<file path="config.mk">
export PLATFORM = sky130hd
export DESIGN_NAME = lc4_insn_encoder
export DESIGN_NICKNAME = d
export VERILOG_FILES = /design/src/rtl/lc4_alu_ctl_pkg.sv /design/src/rtl/lc4_insn_fifo.sv /design/src/rtl/lc4_insn_encoder.sv
export SDC_FILE = /design/constraint.sdc
export NUM_CORES = 1
export LEC_CHECK = 0
export CELL_PAD_IN_SITES_DETAIL_PLACEMENT = 0
export CELL_PAD_IN_SITES_GLOBAL_PLACEMENT = 1
export CORE_MARGIN = 5
export CORE_UTILIZATION = 40
export CTS_BUF_LIST = sky130_fd_sc_hd__clkbuf_16
export CTS_CLUSTER_DIAMETER = 80
export DETAILED_ROUTE_END_ITERATION = 16
export PLACE_DENSITY = 0.81
export SLEW_MARGIN = 20
export SYNTH_ARGS = -nofsm -noshare
export SYNTH_HDL_FRONTEND = slang
export SYNTH_SLANG_ARGS = --single-unit
</file>
<file path="constraint.sdc">
create_clock -name clk -period 3.7 [get_ports clk]
set_input_delay 1.11 -clock clk [delete_from_list [all_inputs] [get_ports clk]]
set_output_delay 1.11 -clock clk [all_outputs]
set_load 0.01 [all_outputs]
</file>
<file path="src/rtl/lc4_alu_ctl_pkg.sv">
// Shared LC4 ALU-control codes, opcode nibbles, immediate widths and fit helpers.
// Used by the encoder today and intended for the decoder rewrite as well.
package lc4_alu_ctl_pkg;

   localparam logic [15:0] CTL_ADD     = 16'd0;
   localparam logic [15:0] CTL_MUL     = 16'd1;
   localparam logic [15:0] CTL_SUB     = 16'd2;
   localparam logic [15:0] CTL_DIV     = 16'd3;
   localparam logic [15:0] CTL_MOD     = 16'd4;
   localparam logic [15:0] CTL_ADDI    = 16'd6;
   localparam logic [15:0] CTL_AND     = 16'd8;
   localparam logic [15:0] CTL_NOT     = 16'd9;
   localparam logic [15:0] CTL_OR      = 16'd10;
   localparam logic [15:0] CTL_XOR     = 16'd11;
   localparam logic [15:0] CTL_ANDI    = 16'd12;
   localparam logic [15:0] CTL_CMP     = 16'd16;
   localparam logic [15:0] CTL_CMPU    = 16'd17;
   localparam logic [15:0] CTL_CMPI    = 16'd18;
   localparam logic [15:0] CTL_CMPIU   = 16'd19;
   localparam logic [15:0] CTL_SLL     = 16'd24;
   localparam logic [15:0] CTL_SRA     = 16'd25;
   localparam logic [15:0] CTL_SRL     = 16'd26;
   localparam logic [15:0] CTL_CONST   = 16'd32;
   localparam logic [15:0] CTL_HICONST = 16'd33;
   localparam logic [15:0] CTL_JMP     = 16'd34;
   localparam logic [15:0] CTL_RTI     = 16'd36;

   localparam logic [3:0] OPC_ARITH   = 4'b0001;
   localparam logic [3:0] OPC_CMP     = 4'b0010;
   localparam logic [3:0] OPC_LOGIC   = 4'b0101;
   localparam logic [3:0] OPC_RTI     = 4'b1000;
   localparam logic [3:0] OPC_CONST   = 4'b1001;
   localparam logic [3:0] OPC_SHIFT   = 4'b1010;
   localparam logic [3:0] OPC_JMP     = 4'b1100;
   localparam logic [3:0] OPC_HICONST = 4'b1101;

   localparam int IMM4_W  = 4;
   localparam int IMM5_W  = 5;
   localparam int IMM7_W  = 7;
   localparam int IMM8_W  = 8;
   localparam int IMM9_W  = 9;

   typedef struct packed {
      logic        err;
      logic        ovf;
      logic [15:0] insn;
   } enc_word_t;

   // Signed fit: every bit from the field's sign bit upward must agree.
   function automatic logic imm_fits_s(input logic [10:0] imm, input int w);
      logic [10:0] hi;
      hi = 11'h7FF << (w - 1);
      return ((imm & hi) == 11'h000) || ((imm & hi) == hi);
   endfunction

   function automatic logic imm_fits_u(input logic [10:0] imm, input int w);
      logic [10:0] hi;
      hi = 11'h7FF << w;
      return (imm & hi) == 11'h000;
   endfunction

endpackage

</file>
<file path="src/rtl/lc4_insn_fifo.sv">
// Small FIFO with wrap-bit pointers; head data and valid are registered so the
// consumer side sees flop outputs only.
module lc4_insn_fifo
   import lc4_alu_ctl_pkg::*;
#(
   parameter int WIDTH = 18,
   parameter int DEPTH = 2
) (
   input  logic             clk,
   input  logic             rst,
   input  logic             wr_en,
   input  logic [WIDTH-1:0] wr_data,
   output logic             full,
   input  logic             rd_en,
   output logic [WIDTH-1:0] rd_data,
   output logic             rd_valid
);

   localparam int AW = $clog2(DEPTH);

   logic [AW:0]      wr_ptr_reg, rd_ptr_reg, wr_ptr_next, rd_ptr_next;
   logic [WIDTH-1:0] mem [DEPTH];
   logic [WIDTH-1:0] head_reg, head_next;
   logic             valid_reg, valid_next;
   logic             do_wr, do_rd;

   assign full        = (wr_ptr_reg == {~rd_ptr_reg[AW], rd_ptr_reg[AW-1:0]});
   assign do_wr       = wr_en & ~full;
   assign do_rd       = rd_en & valid_reg;
   assign wr_ptr_next = wr_ptr_reg + (AW+1)'(do_wr);
   assign rd_ptr_next = rd_ptr_reg + (AW+1)'(do_rd);
   assign valid_next  = (wr_ptr_next != rd_ptr_next);

   for (genvar gi = 0; gi < DEPTH; gi++) begin : g_mem
      always_ff @(posedge clk or posedge rst) begin
         if (rst)
            mem[gi] <= '0;
         else if (do_wr && wr_ptr_reg[AW-1:0] == AW'(gi))
            mem[gi] <= wr_data;
      end
   end

   // The slot being written can only be the next head when it becomes the sole entry.
   always_comb begin
      head_next = '0;
      if (valid_next) begin
         if (do_wr && wr_ptr_reg[AW-1:0] == rd_ptr_next[AW-1:0])
            head_next = wr_data;
         else
            head_next = mem[rd_ptr_next[AW-1:0]];
      end
   end

   always_ff @(posedge clk or posedge rst) begin
      if (rst) begin
         wr_ptr_reg <= '0;
         rd_ptr_reg <= '0;
         head_reg   <= '0;
         valid_reg  <= 1'b0;
      end else begin
         wr_ptr_reg <= wr_ptr_next;
         rd_ptr_reg <= rd_ptr_next;
         head_reg   <= head_next;
         valid_reg  <= valid_next;
      end
   end

   assign rd_data  = head_reg;
   assign rd_valid = valid_reg;

endmodule

</file>
<file path="src/rtl/lc4_insn_encoder.sv">
// Encodes an ALU-control code plus operand fields into a canonical LC4 word and
// buffers the result in a small FIFO with valid/ready on both sides.
module lc4_insn_encoder
   import lc4_alu_ctl_pkg::*;
#(
   parameter int DEPTH = 2
) (
   input  logic        clk,
   input  logic        rst,
   input  logic        i_valid,
   output logic        o_ready,
   input  logic [15:0] i_ctl,
   input  logic [2:0]  i_rd,
   input  logic [2:0]  i_rs,
   input  logic [2:0]  i_rt,
   input  logic [10:0] i_imm,
   output logic        o_valid,
   input  logic        i_ready,
   output logic [15:0] o_insn,
   output logic        o_err,
   output logic        o_ovf,
   output logic [15:0] o_count
);

   // Sub-op fields come straight from the low bits of the control code, since
   // each family was numbered consecutively from an aligned base.
   function automatic enc_word_t encode(input logic [15:0] ctl, input logic [2:0] rd,
                                        input logic [2:0] rs, input logic [2:0] rt,
                                        input logic [10:0] imm);
      enc_word_t w;
      w = '0;
      case (ctl)
         CTL_ADD, CTL_MUL, CTL_SUB, CTL_DIV:
            w.insn = {OPC_ARITH, rd, rs, ctl[2:0], rt};
         CTL_ADDI: begin
            w.insn = {OPC_ARITH, rd, rs, 1'b1, imm[IMM5_W-1:0]};
            w.ovf  = ~imm_fits_s(imm, IMM5_W);
         end
         CTL_AND, CTL_NOT, CTL_OR, CTL_XOR:
            w.insn = {OPC_LOGIC, rd, rs, ctl[2:0], rt};
         CTL_ANDI: begin
            w.insn = {OPC_LOGIC, rd, rs, 1'b1, imm[IMM5_W-1:0]};
            w.ovf  = ~imm_fits_s(imm, IMM5_W);
         end
         CTL_CMP, CTL_CMPU:
            w.insn = {OPC_CMP, rs, 1'b0, ctl[0], 4'b0000, rt};
         CTL_CMPI: begin
            w.insn = {OPC_CMP, rs, 2'b10, imm[IMM7_W-1:0]};
            w.ovf  = ~imm_fits_s(imm, IMM7_W);
         end
         CTL_CMPIU: begin
            w.insn = {OPC_CMP, rs, 2'b11, imm[IMM7_W-1:0]};
            w.ovf  = ~imm_fits_u(imm, IMM7_W);
         end
         CTL_SLL, CTL_SRA, CTL_SRL: begin
            w.insn = {OPC_SHIFT, rd, rs, ctl[1:0], imm[IMM4_W-1:0]};
            w.ovf  = ~imm_fits_u(imm, IMM4_W);
         end
         CTL_MOD:
            w.insn = {OPC_SHIFT, rd, rs, 2'b11, 1'b0, rt};
         CTL_CONST: begin
            w.insn = {OPC_CONST, rd, imm[IMM9_W-1:0]};
            w.ovf  = ~imm_fits_s(imm, IMM9_W);
         end
         CTL_HICONST: begin
            w.insn = {OPC_HICONST, rd, 1'b1, imm[IMM8_W-1:0]};
            w.ovf  = ~imm_fits_u(imm, IMM8_W);
         end
         CTL_JMP:
            w.insn = {OPC_JMP, 1'b1, imm};
         CTL_RTI:
            w.insn = {OPC_RTI, 12'h000};
         default:
            w.err = 1'b1;
      endcase
      return w;
   endfunction

   enc_word_t enc_word, head_word;
   logic      ready_en_reg;
   logic      fifo_full;
   logic      push, pop;
   logic [15:0] count_reg;

   assign enc_word = encode(i_ctl, i_rd, i_rs, i_rt, i_imm);
   assign o_ready  = ready_en_reg & ~fifo_full;
   assign push     = i_valid & o_ready;
   assign pop      = o_valid & i_ready;

   lc4_insn_fifo #(
      .WIDTH($bits(enc_word_t)),
      .DEPTH(DEPTH)
   ) u_fifo (
      .clk     (clk),
      .rst     (rst),
      .wr_en   (push),
      .wr_data (enc_word),
      .full    (fifo_full),
      .rd_en   (i_ready),
      .rd_data (head_word),
      .rd_valid(o_valid)
   );

   // Holds o_ready low until the first clock edge after reset is released.
   always_ff @(posedge clk or posedge rst) begin
      if (rst) begin
         ready_en_reg <= 1'b0;
         count_reg    <= '0;
      end else begin
         ready_en_reg <= 1'b1;
         if (pop)
            count_reg <= count_reg + 16'd1;
      end
   end

   assign o_insn  = head_word.insn;
   assign o_err   = head_word.err;
   assign o_ovf   = head_word.ovf;
   assign o_count = count_reg;

endmodule

</file>
# ---- After elaboration in Yosys (flattened, before gate mapping)
# Cells that the tools add are included.
dict set report word_totals {
  regBits 76
  input_bits 40
  word_cells 78
}
dict set report classes {
  n_reduce_logical 17
  order_cmp 1
  n_mux 8
  n_eq_ne 27
  n_addsub 3
  n_bitwise 14
}
# op n
set ops {}
lappend ops {{one-hot mux 16 bit (13 select lines)} 1}
lappend ops {{equality test 16 x 5 -> 1 bit, second input constant} 7}
lappend ops {{two-way mux 18 bit} 5}
lappend ops {{equality test 16 x 4 -> 1 bit, second input constant} 5}
lappend ops {{equality test 16 x 6 -> 1 bit, second input constant} 4}
lappend ops {{logical NOT 11 bit} 4}
lappend ops {{equality test 16 x 2 -> 1 bit, second input constant} 2}
lappend ops {{equality test 16 x 3 -> 1 bit, second input constant} 2}
lappend ops {{OR reduction 22 bit} 1}
lappend ops {{adder 16 x 1 -> 16 bit, second input constant} 1}
lappend ops {{equality test 16 x 1 -> 1 bit, second input constant} 1}
lappend ops {{logical NOT 16 bit} 1}
lappend ops {{inverter 1 bit} 9}
lappend ops {{OR reduction 4 bit} 2}
lappend ops {{equality test 7 bit, second input constant} 1}
lappend ops {{one-hot mux 1 bit (6 select lines)} 1}
lappend ops {{equality test 5 bit, second input constant} 1}
lappend ops {{adder 2 x 1 -> 2 bit} 2}
lappend ops {{bitwise AND 1 bit} 4}
lappend ops {{OR reduction 2 bit} 2}
lappend ops {{equality test 3 bit, second input constant} 1}
lappend ops {{logical AND 1 bit} 3}
lappend ops {{logical OR 1 bit} 3}
lappend ops {{OR reduction 3 bit} 1}
lappend ops {{other kinds (6)} 6}

# ---- Logic depth before layout (Yosys ltp)
dict set report depth {
  depth_word 9
  ltp_mapped 10
}

# ---- Hierarchy
# Synthesis repeated with hierarchy kept, for this count alone.
dict set report unflattened {
  hier_cells 356
  area_unflattened_um2 4105.2
}
# mod cells_each area_each_um2 seq_area_each_um2 instances
set modules_own_cells {}
lappend modules_own_cells {lc4_insn_fifo 188 2665.1 1476.4 1}
lappend modules_own_cells {lc4_insn_encoder 168 1440.1 425.4 1}

# ---- Worst setup path before layout
# No wires, ideal clock.
dict set report synth_timing {
  kind {input -> register}
  from {input i_ready}
  to {register u_fifo.head_reg[0] (netlist: u_fifo.rd_data[0])}
  arrival_time_ns 3.037
  path_slack_ns 0.516
  path_stages 9
  setup_ns 0.147
  t_required_ns 3.553
  cell_sequence {and2_1 -> clkbuf_1 -> ha_1 -> clkbuf_1 -> xnor2_1 -> and4_1 -> clkbuf_1 -> clkbuf_1 -> a311oi_1}
}
dict set report synth_via {
  elab_chain_len 8
  word_cells_on_any_way 11
  cone_classes {add/sub: 1; eq/ne: 2; mux: 5; bitwise: 2; reduce/logical: 1}
}
# item line_no
set synth_lines {}
lappend synth_lines {{start: declaration} lc4_insn_encoder.sv:18} ;# input logic i_ready,
lappend synth_lines {{bitwise AND 1 bit *} n/a}
lappend synth_lines {{via pop} lc4_insn_encoder.sv:82} ;# logic push, pop;
lappend synth_lines {{adder 2 x 1 -> 2 bit *} lc4_insn_fifo.sv:31} ;# assign rd_ptr_next = rd_ptr_reg + (AW+1)'(do_rd);
lappend synth_lines {{via u_fifo.rd_ptr_next[0]} lc4_insn_fifo.sv:21} ;# logic [AW:0] wr_ptr_reg, rd_ptr_reg, wr_ptr_next, rd_ptr_next;
lappend synth_lines {{inverter 1 -> 2 bit (implied by the code)} lc4_insn_fifo.sv:50} ;# head_next = mem[rd_ptr_next[AW-1:0]];
lappend synth_lines {{two-way mux 18 bit (implied by the code) (3 in a row)} lc4_insn_fifo.sv:50}
lappend synth_lines {{two-way mux 18 bit} lc4_insn_fifo.sv:47} ;# if (do_wr && wr_ptr_reg[AW-1:0] == rd_ptr_next[AW-1:0])
lappend synth_lines {{two-way mux 18 bit *} lc4_insn_fifo.sv:46} ;# if (valid_next) begin
lappend synth_lines {{via u_fifo.head_next[0]} lc4_insn_fifo.sv:23} ;# logic [WIDTH-1:0] head_reg, head_next;
lappend synth_lines {{end signal: assignment} lc4_insn_fifo.sv:63} ;# head_reg <= head_next;
lappend synth_lines {{end: declaration} lc4_insn_fifo.sv:23}
# Mark *: on every way through the listed nets, which the timed path passes. The rest lies on a longest branch. The select of a mux whose other input is x is not followed.
# A chain may end at the register's enable or synchronous reset.

# ---- Worst setup path after layout
dict set report layout_timing {
  from {input i_ctl[5]}
  to {register u_fifo.head_reg[16] (netlist: u_fifo.rd_data[16])}
}
dict set report layout_via {
  elab_chain_len 5
  word_cells_on_any_way 14
  cone_classes {eq/ne: 9; mux: 3; reduce/logical: 2}
}
# item line_no
set layout_lines {}
lappend layout_lines {{start: declaration} lc4_insn_encoder.sv:12} ;# input logic [15:0] i_ctl,
lappend layout_lines {{equality test 16 x 5 -> 1 bit (tied with other cells)} lc4_insn_encoder.sv:32} ;# case (ctl)
lappend layout_lines {{OR reduction 3 bit / OR reduction 2 bit (equally long branches)} n/a}
lappend layout_lines {{one-hot mux 1 bit (6 select lines) *} lc4_insn_encoder.sv:32}
lappend layout_lines {{two-way mux 18 bit *} lc4_insn_fifo.sv:47}
lappend layout_lines {{two-way mux 18 bit *} lc4_insn_fifo.sv:46}
lappend layout_lines {{via u_fifo.head_next[16]} lc4_insn_fifo.sv:23}
# Mark *: on every way through the listed nets, which the timed path passes. The rest lies on a longest branch.

==> run summary <==
Nets - 520
Residual DRC - 0
largest net degree at the start of global routing - 77
area of the mapped netlist - 3918 µm²
post-synthesis sequential area ratio - 48.55%
CP cell instances - clkdlybuf4s50_1 > nor4b_4 > and4_1 > or4b_4 > and3_4 > a211oi_2
Iter 0 DRT Violations - 247
total global routing overflow - 0
r2r startpoint - u_fifo.wr_ptr_reg[0]
sequential power share - 35.8%
Ports - 76
Primary FF master, synth - dfrtp_1
startpoint type of the worst setup path - input pin
CP Capture Type - flip-flop
die height - 109.0 µm
FF-to-FF End - u_fifo.rd_data[17]
critical path required time - 3940 ps
reg2reg setup slack - 1540 ps
ant diodes - 0
worst reg-to-reg path cell count - 10
smallest setup slack after layout - 604.2 ps
DIE WIDTH - 109.0 µm
Core Region - 9684 µm²
row cnt - 36
Pleak - 0.002045 µW
vias in the first global route - 3410
initial core utilization - 40.45%
Worst-Skew Late Latency - 330 ps
Worst-Margin Slew - 567.0 ps
dpl ws - 269.6 ps
placed cell count - 598
CP max-delay cell - clkdlybuf4s50_1
Syn Area/Cell - 9.893 µm²
min-delay worst type - reg -> reg
hold_buf cts - 0
RSZ-0062 raised after global routing - false
Area Growth Syn to Fin - 31.78%
max reg flops - 36
Worst path max stage delay - 560 ps
synth unique cells - 57
gpl congestion - 0.8854
Vias - 3315
crit path DAT - 3340 ps
ys async rst share - 100.0%
DPL Wire Length - 7294 µm
Non-Filler Instances - 614
port bufs - 75
Clock power frac - 20.7%
CTS-repair resized insts - 0
cell count after synthesis - 396
Tcrit/Tclk final - 83.67%
CTS tree - yes
hold depth - 1
WL/cell - 16.70 µm
# Post-CTS Setup Buffers - 0
final-report setup violation count - 0
gr usage total - 18.46%
top area cells in the synthesized netlist - dfrtp_1 (49%), a211oi_1 (4.4%), nor2_1 (4.1%)
first-pass GRT wire length - 16940 µm
Comb pwr share - 43.4%
EDFF count, synth - 0
CTS max path bufs - 2
Worst Skew - 8.104 ps
Max-Cap Viols - 0
TritonCTS buffer count - 9
Pint - 2406 µW
hold path endpoint - o_count[15]
crit path launch - i_ctl[5]
relative slew slack - 62.06%
Psw - 1359 µW
final hold vios - 0
cell taking the most area after synthesis - dfrtp_1
switching portion of total power - 36.09%
ANT nets after route - 0
critical path class - in -> reg
min-delay src - o_count[15]
PwrDens - 729.2 nW/µm²
Reg clk slew, reported paths - 60 ps
Final Max Slew Viols - 0
Detailed Route WL - 10260 µm
First-pass DRT Iterations - 5
Syn Nets - 440
setup tns final - 0 ps
post-route minimum period - 3096 ps
Max VDD drop - 278.9 µV
DR vias/cell - 5.399
Synth top area share - 48.55%
Synthesis Warnings - 0
number of synthesized register bits - 76
largest register by flop count - u_fifo.mem
status - finished clean
die area - 11870 µm²
Fmax achieved - 323.0 MHz
design area - 5162 µm²
CTS root buf - clkbuf_16
ratio of cells with drive above 1 in the final layout - 10.19%
dpl cell area - 4892 µm²
initial antenna violation count - 0
Crit Path Max Fanout - 8
Clock Sinks - 76
CTS H-Tree Depth - 3
cell usage after synthesis (2+ instances only):
| master | count |
|---|---|
| a311oi_1 | 10 |
| xor2_1 | 6 |
| ha_1 | 4 |
| inv_1 | 15 |
| nor4b_1 | 2 |
| nor2_1 | 43 |
| nand4_1 | 7 |
| mux2i_1 | 6 |
| o21ai_0 | 5 |
| nand3_1 | 13 |
| dfrtp_1 | 76 |
| a21oi_1 | 17 |
| a32o_1 | 2 |
| nor2b_1 | 15 |
| a41oi_1 | 2 |
| nand2_1 | 26 |
| o21a_1 | 3 |
| and3_1 | 4 |
| xnor2_1 | 17 |
| o211ai_1 | 4 |
| o31ai_1 | 4 |
| a211oi_1 | 23 |
| and2_1 | 3 |
| nor4_1 | 6 |
| a31oi_1 | 20 |
| mux2_2 | 5 |
| or4_1 | 3 |
| nor3_1 | 4 |
| clkbuf_1 | 20 |
| and4_1 | 3 |
| o211a_1 | 2 |
worst max-delay path by stage:
stage / cells past startpoint / endpoint
after floorplan: 9 / u_fifo.rd_data[0]
after global placement: 7 / u_fifo.rd_data[4]
after detailed placement: 7 / u_fifo.mem[4]
after CTS: 6 / u_fifo.rd_data[16]
after global routing: 7 / u_fifo.rd_data[7]
final: 6 / u_fifo.rd_data[16]
final cells by class:
type | count | area [µm²]
Fill cell | 879 | 4522
Sequential cell | 76 | 1902
Multi-Input combinational cell | 282 | 1864
Timing Repair Buffer | 92 | 903.4
Clock buffer | 9 | 225.2
Tap cell | 133 | 166.4
Inverter | 15 | 56.30
Clock inverter | 7 | 45.04
power by group through the flow:
stage	combinational (µW)	clock, µW	sequential, µW
CTS	1660	801	1350
global route	1820	836	1390
finish	1640	780	1350
detailed placement	1640	0	1360
floorplan	980	0	1380
global placement	1620	0	1350
metal layers:
layer  GRT usage [%]  vias to the layer above  wire [µm]  share of wire, %
met2           29.04                      102       4881                48
met4           7.935                        0        192               1.9
met5               0                        -          0                 0
met3           3.671                       14        532               5.2
li1                -                     1615          -                 -
met1           24.76                     1584       4651                45
cells by family after synthesis:
family / after synthesis / synth area share (%)
AOI/OAI and AO/OA: 100 / 18.11
xor gates and xnor gates: 23 / 5.142
adders and majority gates: 4 / 1.278
buffers and inverters: 38 / 3.864
DFF: 76 / 48.55
muxes: 11 / 2.970
other: 1 / 0.09572
and+or+nand+nor: 143 / 19.99
metrics by stage:
step                total power [µW]  hold slack [ps]  util [%]
global placement                2969            459.1     50.52
CTS                             3808            474.0     53.31
detailed placement              3001            463.1     50.52
finish                          3764            469.5     53.31
global route                    4044            492.6     53.31
floorplan                       2365            480.0         -
layout by cell type (no fill, tap or decap), types with 3 or more instances in the layout:
master            n
dfrtp_1          76
clkdlybuf4s50_1  75
nor2_1           43
nand2_1          26
a211oi_1         23
a31oi_1          20
xnor2_1          17
a21oi_1          17
inv_1            16
nor2b_1          15
buf_4            15
nand3_1          13
a311oi_1         10
clkbuf_16         9
nand4_1           7
nor4_1            6
mux2i_1           6
xor2_1            6
mux2_2            5
o21ai_0           5
nor3_1            4
o31ai_1           4
and3_1            4
o211ai_1          4
ha_1              4
o21a_1            3
and2_1            3
and4_1            3
or4_1             3
worst max-delay path: cells and delay by family:
family | cells | cell delay, ps
compound gates | 1 | 200
simple gates | 4 | 1460
buf+inv | 1 | 560
Power figures use the tool's default switching activity.
